==> src/rtl/sr_pkg.sv <==
// rtl/sr_pkg.sv - SR resolution modes and the shared next-state function.
package sr_pkg;

   typedef enum logic [1:0] {
      SR_SETDOM = 2'd0,
      SR_RSTDOM = 2'd1,
      SR_HOLD   = 2'd2,
      SR_TOGGLE = 2'd3
   } sr_mode_e;

   // Next value of one channel; s=r=1 is resolved by the compile-time mode.
   function automatic logic sr_next(input sr_mode_e mode,
                                    input logic     q,
                                    input logic     s,
                                    input logic     r,
                                    input logic     en);
      logic nxt;
      nxt = q;
      if (en) begin
         case ({s, r})
            2'b10:   nxt = 1'b1;
            2'b01:   nxt = 1'b0;
            2'b11: begin
               case (mode)
                  SR_SETDOM: nxt = 1'b1;
                  SR_RSTDOM: nxt = 1'b0;
                  SR_HOLD:   nxt = q;
                  SR_TOGGLE: nxt = ~q;
                  default:   nxt = q;
               endcase
            end
            default: nxt = q;
         endcase
      end
      return nxt;
   endfunction

endpackage

==> src/rtl/sr_cell.sv <==
// rtl/sr_cell.sv - one clocked SR channel with edge pulses and sticky conflict flag.
module sr_cell
   import sr_pkg::*;
#(
   parameter sr_mode_e MODE      = SR_RSTDOM,
   parameter logic     RESET_VAL = 1'b0
) (
   input  logic clk,
   input  logic nrst,
   input  logic s,
   input  logic r,
   input  logic en,
   input  logic clr_conflict,
   output logic q,
   output logic rise,
   output logic fall,
   output logic conflict
);

   logic q_next;
   logic conflict_hit;

   assign q_next       = sr_next(MODE, q, s, r, en);
   assign conflict_hit = en & s & r;

   always_ff @(posedge clk) begin
      if (!nrst) begin
         q        <= RESET_VAL;
         rise     <= 1'b0;
         fall     <= 1'b0;
         conflict <= 1'b0;
      end else begin
         q        <= q_next;
         rise     <= ~q & q_next;
         fall     <= q & ~q_next;
         // a new conflict outranks a clear in the same cycle
         conflict <= conflict_hit | (conflict & ~clr_conflict);
      end
   end

endmodule

==> src/rtl/sr_flop_bank.sv <==
// rtl/sr_flop_bank.sv - WIDTH independent clocked SR channels with conflict summary.
module sr_flop_bank
   import sr_pkg::*;
#(
   parameter int                 WIDTH     = 8,
   parameter sr_mode_e           MODE      = SR_RSTDOM,
   parameter logic [WIDTH-1:0]   RESET_VAL = '0
) (
   input  logic             clk,
   input  logic             nrst,
   input  logic [WIDTH-1:0] s,
   input  logic [WIDTH-1:0] r,
   input  logic [WIDTH-1:0] en,
   input  logic [WIDTH-1:0] clr_conflict,
   output logic [WIDTH-1:0] q,
   output logic [WIDTH-1:0] nq,
   output logic [WIDTH-1:0] rise,
   output logic [WIDTH-1:0] fall,
   output logic [WIDTH-1:0] conflict,
   output logic             any_conflict
);

   for (genvar i = 0; i < WIDTH; i++) begin : g_cell
      sr_cell #(
         .MODE      (MODE),
         .RESET_VAL (RESET_VAL[i])
      ) u_cell (
         .clk          (clk),
         .nrst         (nrst),
         .s            (s[i]),
         .r            (r[i]),
         .en           (en[i]),
         .clr_conflict (clr_conflict[i]),
         .q            (q[i]),
         .rise         (rise[i]),
         .fall         (fall[i]),
         .conflict     (conflict[i])
      );
   end

   // nq is derived from the registered q, so it can never equal q
   assign nq           = ~q;
   assign any_conflict = |conflict;

endmodule

==> config.mk <==
export PLATFORM = sky130hd
export DESIGN_NAME = sr_flop_bank
export DESIGN_NICKNAME = d
export VERILOG_FILES = /design/src/rtl/sr_pkg.sv /design/src/rtl/sr_cell.sv /design/src/rtl/sr_flop_bank.sv
export SDC_FILE = /design/constraint.sdc
export NUM_CORES = 1
export LEC_CHECK = 0
export CAP_MARGIN = 15
export CORE_MARGIN = 5
export CORE_UTILIZATION = 37
export DETAILED_ROUTE_END_ITERATION = 6
export GPL_TIMING_DRIVEN = 1
export PLACE_DENSITY = 0.8
export SETUP_SLACK_MARGIN = 0.3
export SYNTH_ARGS = -nofsm -noshare
export SYNTH_HDL_FRONTEND = slang
export SYNTH_SLANG_ARGS = --single-unit
==> constraint.sdc <==
create_clock -name clk -period 1 [get_ports clk]
set_input_delay 0.2 -clock clk [delete_from_list [all_inputs] [get_ports clk]]
set_output_delay 0.2 -clock clk [all_outputs]
set_load 0.01 [all_outputs]
==> results of run 1 <==
-- synthesized netlist by cell type, drive strengths merged --
library cell	count
nand2	13
buf	35
and3	2
a21oi	10
nor4	10
inv	9
nand2b	8
nor3	8
nand3	8
dfxtp	32
and2	2
a221oi	6
-- power by group through the flow --
stage	sequential, mW	combinational [mW]	clock (mW)
after floorplan	1.38	0.207	0
after global placement	1.38	0.489	0
after detailed placement	1.38	0.495	0
after CTS	1.36	0.561	0.840
after global routing	1.37	0.683	0.883
final	1.36	0.641	0.809
-- final cells by class --
type | instances | area, um^2 | area share, %
Sequential cell | 32 | 679 | 27.4
Clock buffer | 7 | 65.1 | 2.62
Multi-Input combinational cell | 67 | 611 | 24.6
Tap cell | 46 | 57.6 | 2.32
Timing Repair Buffer | 102 | 1020 | 41.1
Inverter | 9 | 48.8 | 1.97
-- flip-flops by register name, summed over array words and instances (netlist names) --
name                    cells
g_cell.u_cell.conflict      8
g_cell.u_cell.fall          8
g_cell.u_cell.q             8
g_cell.u_cell.rise          8
-- how the worst max path moves through the flow --
| stage | end | start |
|---|---|---|
| after floorplan | any_conflict | g_cell[3].u_cell.conflict |
| after global placement | any_conflict | g_cell[7].u_cell.conflict |
| after detailed placement | any_conflict | g_cell[7].u_cell.conflict |
| after CTS | any_conflict | g_cell[7].u_cell.conflict |
| after global routing | any_conflict | g_cell[4].u_cell.conflict |
| final | any_conflict | g_cell[7].u_cell.conflict |
-- routing by layer --
layer / vias up / part of all wire (%) / global-route usage [%]
met4: 0 / 1.9 / 4.47
met3: 9 / 9.4 / 7.39
li1: 608 / - / -
met5: - / 0 / 0
met2: 61 / 53 / 25.3
met1: 582 / 36 / 14.0
-- critical path, cell delays in order, from the launching register on --
cell	delay [ns]
dfxtp_2	0.33
nor4_2	0.28
nand2_1	0.09
buf_2	0.15
-- metrics by stage --
stage	TNS (ns)	utilization (%)	power, mW
5_1_grt	-2.90	73.2	2.93
4_1_cts	-1.99	66.2	2.76
3_3_place_gp	-11.65	58.7	1.87
6_report	-1.84	73.2	2.81
3_5_place_dp	-12.28	58.7	1.87
2_1_floorplan	0	-	1.58
-- cell families after synthesis --
| logic type | after synthesis | synth area share [%] |
|---|---|---|
| simple gates | 51 | 21.1 |
| compound gates | 16 | 7.77 |
| flops | 32 | 48.5 |
| buf+inv | 44 | 22.6 |
-- timing repair --
item	in CTS	in global routing
gates resized for setup	260	58
hold buffers	0	0
setup endpoints to repair	73	71
setup buffers	7	4
pin swaps	13	13
==> key figures, run 1 <==
Status
  • Outcome: finished with violations
  • Failing checks: setup timing

Cells and area
  • Share of cells above drive strength 1: about two thirds
  • Most common cell after layout, fill and taps aside: buf_6
  • Post-route design area: between 0.002 and 0.0025 mm^2
  • Nets: 251
  • Non-filler cells, final: 263
  • Most frequent cells in the layout: 55 x buf_6, 19 x dfxtp_2, 17 x dlygate4sd2_1
  • Fillers: 235
  • Area grow syn2layout: 87.9%
  • ANT cells: 0

Yosys
  • Post-synthesis sequential area ratio: 48.5%
  • Synth top area share: 48.5%
  • Post-Syn Area per Cell: 9.23 um^2
  • Synth Instances: 143
  • Area contributors post-synth: dfxtp_1 49%, buf_4 19%, a221oi_1 4.0%
  • Flops & latches, synth: 32
  • Syn nets: approximately 180
  • Cell taking the most area after synthesis: dfxtp_1
  • Warning count from the yosys run: 0
  • Synth unique cells: 16
  • Post-synth design cell area: 0.00132 mm^2

Pwr
  • Register share of total power: 48.4%
  • Clock network power share: 28.8%
  • P_sw: 0.727 mW
  • Pleak: 1.08 nW
  • Logic pwr share: 22.8%
  • Cell Int Power: 2.08 mW
  • Switching Share: 25.9%
  • PwrDens: between 1000 and 1500 mW/mm^2
  • Max IR drop VDD: a little over 0.8 mV

Global route
  • Total Routing Usage GR: 14.1%
  • Gr ovfl total: 0
  • First-pass GRT wire length: 5480 um
  • Vias in the first global route: 1,223
  • Largest net degree at the start of global routing: 31
  • Antenna violations before repair: 0

Clock network
  • TritonCTS Buffers: 5
  • H-tree depth: 2
  • Clk sinks: 32
  • Deepest clock path buffer count: 2
  • CTS tree: yes
  • Root buf cell: clkbuf_4
  • Clk_lat worst skew: about 0.32 ns
  • Clock transition at path regs: approximately 0.1 ns

Min path
  • Hold Startpoint: r[5]
  • Worst Hold End: g_cell[5].u_cell.rise
  • Hold path cells: 2
  • Hold Path Class: primary input to register

Worst setup path
  • Worst EP required: 0.80 ns
  • Setup crit end kind: output port
  • Worst R2R Path Depth: 5
  • RR Startpoint: g_cell[6].u_cell.q
  • R2r setup slk: -0.01 ns
  • Startpoint Class: register
  • Arr. time, crit path: 1.18 ns
  • CP Class: register to output port
  • Reg2reg end: g_cell[6].u_cell.q
  • Highest net fanout along the worst path: 2

Drt
  • DR DRC count: 0
  • Post-DRT Antenna Nets: 0
  • Vias/cell: approximately 4.8
  • Wire length per cell: 15.2 um
  • Vias: approximately 1,300
  • Initial DRT Pass Iterations: 3
  • Drt total wl: 3990 um
  • Drt initial violations: 30

Floorplan
  • CORE AREA: 0.00339 mm^2
  • Die ar.: 0.00486 mm^2
  • Row cnt: 21
  • Starting Density: roughly two fifths
  • Die H: 69.7 um
  • Die X: 69.7 um
  • I/O pin count: 75

Timing
  • Final Hold Fails: 0
  • Final max-slew violation count: 0
  • # setup viols final: 25
  • Hold WS: around 0.16 ns
  • RSZ-0062 raised after global routing: yes
  • Maximum clock rate: 0.724 GHz
  • Worst-Margin Slew: roughly 0.35 ns
  • Fin crit share: 138%
  • Setup ws final: -0.382 ns
  • Clk_skew: roughly 0.0046 ns
  • Final critical-path required period: 1.38 ns
  • Max_slew headroom: 76.5%

Place
  • Dpl cells: 245
  • Port bufs: 74
  • Placed cell area: 0.00199 mm^2
  • Final Wtd Congestion: 0.734
  • Worst Setup Slack post-DPL: -0.352 ns
  • Final HPWL DP: 2390 um

Job
  • Max cap viols: 0
Note: power is estimated with default switching activity, not from simulation.
==> run 2: changes to the inputs <==
--- a/config.mk
+++ b/config.mk
@@ -12,6 +12,7 @@
 export GPL_TIMING_DRIVEN = 1
 export PLACE_DENSITY = 0.8
 export SETUP_SLACK_MARGIN = 0.3
+export SLEW_MARGIN = 30
 export SYNTH_ARGS = -nofsm -noshare
 export SYNTH_HDL_FRONTEND = slang
 export SYNTH_SLANG_ARGS = --single-unit
==> results of run 2 <==
Same layout as run 1: the final DEF is identical, and so are final timing and power.
